## config.mk

```make
export PLATFORM = sky130hd
export DESIGN_NAME = fetch_queue
export DESIGN_NICKNAME = d
export VERILOG_FILES = /design/src/rtl/fetch_queue_pkg.sv /design/src/rtl/fetch_fifo.sv /design/src/rtl/fetch_queue.sv
export SDC_FILE = /design/constraint.sdc
export NUM_CORES = 1
export LEC_CHECK = 0
export CORE_UTILIZATION = 57
export DETAILED_ROUTE_END_ITERATION = 6
export PLACE_DENSITY = 0.8
export SLEW_MARGIN = 20
export SYNTH_ARGS = -nofsm -noshare
export SYNTH_HDL_FRONTEND = slang
export SYNTH_SLANG_ARGS = --single-unit
```

## constraint.sdc

```tcl
create_clock -name i_clk -period 2.8 [get_ports i_clk]
set_clock_uncertainty 0.15 [all_clocks]
set_input_delay 0.28 -clock i_clk [delete_from_list [all_inputs] [get_ports i_clk]]
set_output_delay 0.28 -clock i_clk [all_outputs]
set_load 0.05 [all_outputs]
```

## src/rtl/fetch_queue_pkg.sv

```systemverilog
// Shared definitions for the instruction prefetch queue.
//   - Default NOP encoding and reset fetch address.
//   - FSM state encoding for the request/response tracker.
//   - Queue entry layout {instr, pc, pc+4} and a word-alignment helper.
package fetch_queue_pkg;

  localparam logic [31:0] NOP_INSTR_DEF = 32'h0000_0000;
  localparam logic [31:0] RESET_PC_DEF  = 32'h0000_0000;

  typedef enum logic [1:0] {
    ST_FETCH   = 2'd0,  // may issue a request
    ST_WAIT    = 2'd1,  // one live request outstanding
    ST_DISCARD = 2'd2   // one stale request outstanding, its data is dropped
  } fq_state_e;

  typedef struct packed {
    logic [31:0] instr;
    logic [31:0] pc;
    logic [31:0] pc_next;
  } fq_entry_t;

  localparam fq_entry_t ENTRY_ZERO = '{instr: 32'h0, pc: 32'h0, pc_next: 32'h0};

  // Clear the byte offset of a fetch target.
  function automatic logic [31:0] word_align(input logic [31:0] addr);
    return addr & 32'hFFFF_FFFC;
  endfunction

endpackage

```

## src/rtl/fetch_fifo.sv

```systemverilog
// Synchronous DEPTH x 96-bit FIFO holding fetched {instr, pc, pc+4} entries.
// Ports:
//   i_clk, i_rst_n  clock, asynchronous active-low reset
//   i_flush         empties the queue (wins over push/pop)
//   i_push          write i_push_data at the tail (ignored when full)
//   i_pop           drop the head entry (ignored when empty)
//   o_count         number of valid entries, 0..DEPTH
//   o_head          entry at the head (meaningful only when o_count != 0)
module fetch_fifo
  import fetch_queue_pkg::*;
#(
  parameter int DEPTH = 4
) (
  input  logic                   i_clk,
  input  logic                   i_rst_n,
  input  logic                   i_flush,
  input  logic                   i_push,
  input  fq_entry_t              i_push_data,
  input  logic                   i_pop,
  output logic [$clog2(DEPTH):0] o_count,
  output fq_entry_t              o_head
);

  localparam int AW = $clog2(DEPTH);
  localparam logic [AW:0]   FULL_C    = (AW+1)'(DEPTH);
  localparam logic [AW:0]   EMPTY_C   = (AW+1)'(1'b0);
  localparam logic [AW:0]   CNT_ONE   = (AW+1)'(1'b1);
  localparam logic [AW-1:0] PTR_ONE   = AW'(1'b1);

  fq_entry_t     r_mem [DEPTH];
  logic [AW-1:0] r_rd_ptr;
  logic [AW-1:0] r_wr_ptr;
  logic [AW:0]   r_count;
  logic          w_push_ok;
  logic          w_pop_ok;

  // Qualify push/pop against the current occupancy.
  always_comb begin
    w_push_ok = i_push && (r_count != FULL_C);
    w_pop_ok  = i_pop && (r_count != EMPTY_C);
  end

  // Pointer and occupancy bookkeeping; flush returns to the empty state.
  always_ff @(posedge i_clk or negedge i_rst_n) begin
    if (!i_rst_n) begin
      r_rd_ptr <= AW'(1'b0);
      r_wr_ptr <= AW'(1'b0);
      r_count  <= EMPTY_C;
    end else if (i_flush) begin
      r_rd_ptr <= AW'(1'b0);
      r_wr_ptr <= AW'(1'b0);
      r_count  <= EMPTY_C;
    end else begin
      if (w_push_ok) begin
        r_wr_ptr <= r_wr_ptr + PTR_ONE;
      end
      if (w_pop_ok) begin
        r_rd_ptr <= r_rd_ptr + PTR_ONE;
      end
      case ({w_push_ok, w_pop_ok})
        2'b10:   r_count <= r_count + CNT_ONE;
        2'b01:   r_count <= r_count - CNT_ONE;
        default: r_count <= r_count;
      endcase
    end
  end

  // Entry storage.
  always_ff @(posedge i_clk or negedge i_rst_n) begin
    if (!i_rst_n) begin
      for (int i = 0; i < DEPTH; i++) begin
        r_mem[i] <= ENTRY_ZERO;
      end
    end else if (w_push_ok && !i_flush) begin
      r_mem[r_wr_ptr] <= i_push_data;
    end
  end

  assign o_count = r_count;
  assign o_head  = r_mem[r_rd_ptr];

endmodule

```

## src/rtl/fetch_queue.sv

```systemverilog
// Instruction prefetch stage between a handshaked instruction memory and IF_ID.
// Issues sequential word-aligned fetches with at most one request in flight,
// buffers responses in a fetch_fifo and presents the head to IF_ID.
// Ports:
//   i_clk, i_rst_n        clock, asynchronous active-low reset
//   i_redirect_valid      taken branch/jump from ID: flush and refetch
//   i_redirect_pc         redirect target (byte offset ignored)
//   i_id_hold             IF_ID hold; the head is not consumed
//   o_imem_req/o_imem_addr, i_imem_ready   request handshake
//   i_imem_rvalid/i_imem_rdata             response
//   o_if_valid, o_if_instr, o_if_pc, o_if_pc_next   head entry view
module fetch_queue
  import fetch_queue_pkg::*;
#(
  parameter int          DEPTH     = 4,
  parameter logic [31:0] RESET_PC  = RESET_PC_DEF,
  parameter logic [31:0] NOP_INSTR = NOP_INSTR_DEF
) (
  input  logic        i_clk,
  input  logic        i_rst_n,
  input  logic        i_redirect_valid,
  input  logic [31:0] i_redirect_pc,
  input  logic        i_id_hold,
  output logic        o_imem_req,
  output logic [31:0] o_imem_addr,
  input  logic        i_imem_ready,
  input  logic        i_imem_rvalid,
  input  logic [31:0] i_imem_rdata,
  output logic        o_if_valid,
  output logic [31:0] o_if_instr,
  output logic [31:0] o_if_pc,
  output logic [31:0] o_if_pc_next
);

  localparam int CW = $clog2(DEPTH) + 1;
  localparam logic [CW-1:0] DEPTH_C  = CW'(DEPTH);
  localparam logic [CW-1:0] CNT_ZERO = CW'(1'b0);

  fq_state_e     r_state;
  fq_state_e     w_state_nxt;
  logic [31:0]   r_fetch_pc;
  logic [31:0]   w_fetch_pc_nxt;
  logic [31:0]   r_resp_pc;
  logic          r_active;
  logic          w_pc_adv;
  logic          w_req;
  logic          w_accept;
  logic          w_push;
  logic          w_pop;
  logic          w_if_valid;
  logic [CW-1:0] w_count;
  fq_entry_t     w_head;
  fq_entry_t     w_push_data;

  // Handshake qualifiers. A request is only made while a queue slot is free,
  // so the eventual response always has room. r_active keeps the request
  // low while reset is asserted; fetching begins the cycle after release.
  always_comb begin
    w_req      = r_active && (r_state == ST_FETCH) && (w_count < DEPTH_C);
    w_accept   = w_req && i_imem_ready;
    w_if_valid = (w_count != CNT_ZERO) && !i_redirect_valid;
    w_pop      = w_if_valid && !i_id_hold;
  end

  // Next-state, push decision and next fetch address.
  always_comb begin
    w_state_nxt = r_state;
    w_push      = 1'b0;
    w_pc_adv    = 1'b0;
    case (r_state)
      ST_FETCH: begin
        if (w_accept) begin
          // A request accepted alongside a redirect is already stale.
          w_state_nxt = i_redirect_valid ? ST_DISCARD : ST_WAIT;
          w_pc_adv    = 1'b1;
        end else begin
          w_state_nxt = ST_FETCH;
        end
      end
      ST_WAIT: begin
        if (i_imem_rvalid) begin
          w_state_nxt = ST_FETCH;
          w_push      = !i_redirect_valid;
        end else if (i_redirect_valid) begin
          w_state_nxt = ST_DISCARD;
        end else begin
          w_state_nxt = ST_WAIT;
        end
      end
      ST_DISCARD: begin
        if (i_imem_rvalid) begin
          w_state_nxt = ST_FETCH;
        end else begin
          w_state_nxt = ST_DISCARD;
        end
      end
      default: begin
        w_state_nxt = ST_FETCH;
      end
    endcase
    // Redirect target replaces the +4 advance outright.
    if (i_redirect_valid) begin
      w_fetch_pc_nxt = word_align(i_redirect_pc);
    end else if (w_pc_adv) begin
      w_fetch_pc_nxt = r_fetch_pc + 32'd4;
    end else begin
      w_fetch_pc_nxt = r_fetch_pc;
    end
  end

  // FSM, fetch address and the address of the request in flight.
  always_ff @(posedge i_clk or negedge i_rst_n) begin
    if (!i_rst_n) begin
      r_state    <= ST_FETCH;
      r_fetch_pc <= RESET_PC;
      r_resp_pc  <= 32'h0;
      r_active   <= 1'b0;
    end else begin
      r_state    <= w_state_nxt;
      r_fetch_pc <= w_fetch_pc_nxt;
      r_active   <= 1'b1;
      if (w_accept) begin
        r_resp_pc <= r_fetch_pc;
      end
    end
  end

  assign w_push_data = '{instr: i_imem_rdata, pc: r_resp_pc, pc_next: r_resp_pc + 32'd4};

  fetch_fifo #(
    .DEPTH (DEPTH)
  ) u_fifo (
    .i_clk       (i_clk),
    .i_rst_n     (i_rst_n),
    .i_flush     (i_redirect_valid),
    .i_push      (w_push),
    .i_push_data (w_push_data),
    .i_pop       (w_pop),
    .o_count     (w_count),
    .o_head      (w_head)
  );

  // Output view of the head; a bubble shows NOP with zero addresses.
  always_comb begin
    o_imem_req  = w_req;
    o_imem_addr = r_fetch_pc;
    o_if_valid  = w_if_valid;
    if (w_if_valid) begin
      o_if_instr   = w_head.instr;
      o_if_pc      = w_head.pc;
      o_if_pc_next = w_head.pc_next;
    end else begin
      o_if_instr   = NOP_INSTR;
      o_if_pc      = 32'h0;
      o_if_pc_next = 32'h0;
    end
  end

endmodule

```

==> results by group <==
Floorplan
  • Std cell rows: between 60 and 70
  • I/O pin cnt: 200
  • Core box area: about 35000 um2
  • Initial Utilization: 58.3%
  • DIE AREA: 36400 um2
  • Die height: around 190 um
  • Die W: 191 um

Synth
  • Post-Syn Instances: 2154
  • Synth async-reset ratio: 100%
  • Synth area leader: dfrtp_1
  • Sequential share of the synthesized area: 54.0%
  • Synth Cell Area: 20300 um2
  • Seq cells post-synth: ~440
  • Synth area leaders: dfrtp_1 (54%), nand2_1 (19%), mux4_2 (10%)
  • Most frequent cell after synthesis: nand2_1
  • Dominant synthesized flop cell: dfrtp_1
  • Commonest cells post-synth: nand2_1 (1006), dfrtp_1 (438), o21ai_0 (144), clkbuf_1 (122), and2_1 (100)
  • EDFF count, synth: 0
  • Post-synth top area share: 54.0%
  • Mean area per synthesized cell: 9.43 um2
  • Number of warnings issued by yosys: 0
  • Post-synth cell types: 50

Timing
  • RSZ-0062 raised after global routing: no
  • Max Fclk: 364 MHz
  • Period utilization: between 90% and 100%
  • Final setup fails: 0
  • Setup TNS: 0 ns
  • Max Slew Vio Count: 0
  • Max-slew headroom: 56.9%
  • Worst Max-Slew Pin Slew: 0.647 ns
  • Final Hold Fails: 0
  • Final min period: between 2 and 3 ns

GRT
  • Largest net degree at the start of global routing: 92
  • Antenna violations before repair: 1
  • Tot GR Track Use: 30.6%
  • Vias in the first global route: 16800
  • Global route overflow: 0
  • First-pass GRT wire length: 87.0 mm

Setup path
  • Worst path required time: 2.37 ns
  • Critical path endpoint category: output pin
  • Crit-path slowest cell: mux4_2
  • CP max FO: 19
  • R2R depth: 7
  • Critical R2R Launch: r_resp_pc[2]$_DFFE_PN0N_
  • CP arrival: 2.32 ns
  • Max stage delay on crit path: 0.51 ns
  • Worst path cell trace: buf_12 -> buf_12 -> mux4_2 -> and2_1 -> buf_12
  • Most used cell, CP: buf_12
  • Crit. Startpoint: u_fifo.r_rd_ptr[0]$_DFFE_PN0P_
  • Flop2flop setup slack: 0.26 ns
  • Setup CP Type: reg2out
  • Worst r2r dst: u_fifo.r_mem[220]$_DFFE_PN0P_
  • Startpoint Class: flip-flop

Placement
  • RD Place Congestion: 0.853
  • Hpwl dp: 34.0 mm
  • Port Buf Inserts: ~190
  • Placed Area: 23200 um2

Route
  • DRT Wirelength: 54.3 mm
  • Drt drc: 0
  • Routed WL per cell: 19.4 um
  • Initial DRC Count: 1468
  • Via/cell ratio: between 5 and 6
  • Via count: 16400
  • Detail Route Antenna Nets: 0
  • DRT Pass-1 Iters: 5

Final layout
  • P&R area growth vs syn: 22.9%
  • Final non-filler cell area: 24900 um2
  • Final net count: 2385
  • Layout cells sized above 1: around 15%
  • Fin util: 71.7%

Worst hold path
  • Hold depth: 3
  • HP Start: i_redirect_pc[19]
  • WHS Endpoint: o_imem_addr[19]$_DFFE_PN0N_
  • Hold WC Path Type: in2reg

CTS
  • CTS tree: built
  • Clock transition at path regs: 0.06 ns
  • Longest Clk Path Bufs: 3
  • Clock Sinks: 438
  • CTS HTree Levels: 2
  • Root Buffer: clkbuf_16
  • CTS Buf Count: 45
  • Clk_lat worst skew: 0.55 ns

Power
  • Leakage: 0.0121 uW
  • Switching power: between 4000 and 5000 uW
  • Sw frac: between 20 and 30%
  • Logic pwr share: 16.4%
  • Clock power share: 37.4%
  • Peak supply drop: 0.605 mV
  • Flop pwr share: 46.2%
  • Power Total: 16600 uW
  • Pint: 12000 uW
  • PD cells: 666 nW/um2

Run status
  • Status: complete, no violations

Flow run
  • Max_cap viols: 0
## metal layers
| metal | global-route usage [%] | part of all wire (%) |
|---|---|---|
| met5 | 0 | 0 |
| met4 | 10.6 | 2.7 |
| met3 | 5.26 | 8.0 |
| met2 | 50.3 | 49 |
| met1 | 41.2 | 40 |
## layout make-up
cell class | count | area, um2
Antenna cell | 2 | 5.00
Clock buffer | 65 | 1350
Clock inverter | 16 | 201
Fill cell | 2326 | 9850
Inverter | 7 | 28.8
Multi-Input combinational cell | 1550 | 8690
Sequential cell | 438 | 11000
Tap cell | 455 | 569
Timing Repair Buffer | 266 | 3130
## worst max path at each step
stage | slack [ns] | end | cells past startpoint
after floorplan | 0.32 | o_if_pc[10] | 5
after global placement | 0.32 | u_fifo.o_count[2]$_DFFE_PN0P_ | 8
after detailed placement | 0.29 | o_imem_addr[30]$_DFFE_PN0N_ | 5
after CTS | 0.02 | o_if_pc[19] | 6
after global routing | 0.002 | o_if_pc[19] | 6
final | 0.05 | o_if_pc[26] | 5
## cell usage in the layout, fill, tap and decap left out, drive strengths merged, types with 7 or more instances in the layout
| cell | n |
|---|---|
| nand2 | 1006 |
| dfrtp | 438 |
| buf | 169 |
| o21ai | 152 |
| and2 | 100 |
| clkdlybuf4s50 | 95 |
| mux4 | 92 |
| clkbuf | 65 |
| xor2 | 39 |
| nand3 | 26 |
| nand4 | 24 |
| nor2 | 21 |
| xnor2 | 20 |
| nor3 | 10 |
| clkinv | 10 |
| inv | 8 |
| and4 | 7 |
| conb | 7 |
## through the flow
stage | setup slack [ns] | hold WS [ns] | cells
finish | 0.0514 | 0.136 | 2799
global placement | 0.325 | 0.153 | 2706
floorplan | 0.321 | -0.166 | 2159
CTS | 0.0230 | 0.123 | 2796
global route | 0.00169 | 0.142 | 2798
detailed placement | 0.286 | 0.158 | 2706
## repair_timing
| item | 4_1_cts | 5_1_grt |
|---|---|---|
| resized for setup | 4 | 3 |
| hold buffers | 2 | 0 |
| cloned | 1 | 0 |
| buffers inserted | 6 | 1 |
| setup endpoints to repair | 79 | 34 |
| endpoints found under the hold margin | 67 | 0 |
## power by group through the flow
stage	registers [uW]	clock network, uW	logic (uW)
after floorplan	7580	0	1750
after global placement	7680	0	2570
after detailed placement	7750	0	2680
after CTS	7650	6280	2720
after global routing	7750	6520	3000
final	7680	6220	2730
## worst max-delay path, delay by kind of cell (launching register included)
kind / cells / cell delay (ns)
mux: 1 / 0.51
flops: 1 / 0.50
simple gates: 1 / 0.25
buf+inv: 3 / 0.50
## cell families (layout without fill, tap and decap cells)
logic type,count (synthesis),in the layout,share of synthesized area (%)
AOI/OAI and AO/OA,167,167,4.27
xor gates and xnor gates,59,59,2.55
adders and majority gates,7,7,0.468
buffers and inverters,171,354,3.49
DFF,438,438,54.0
muxes,96,96,10.4
other,2,9,0.0370
and+or+nand+nor,1214,1214,24.8
## registers in the layout, indices dropped and copies added (netlist names)
register,flops
u_fifo.r_wr_ptr,2
r_state,2
r_active,1
o_imem_addr,30
u_fifo.o_count,3
u_fifo.r_rd_ptr,2
u_fifo.r_mem,368
r_resp_pc,30
No activity file was read; power rests on OpenSTA's default activity.
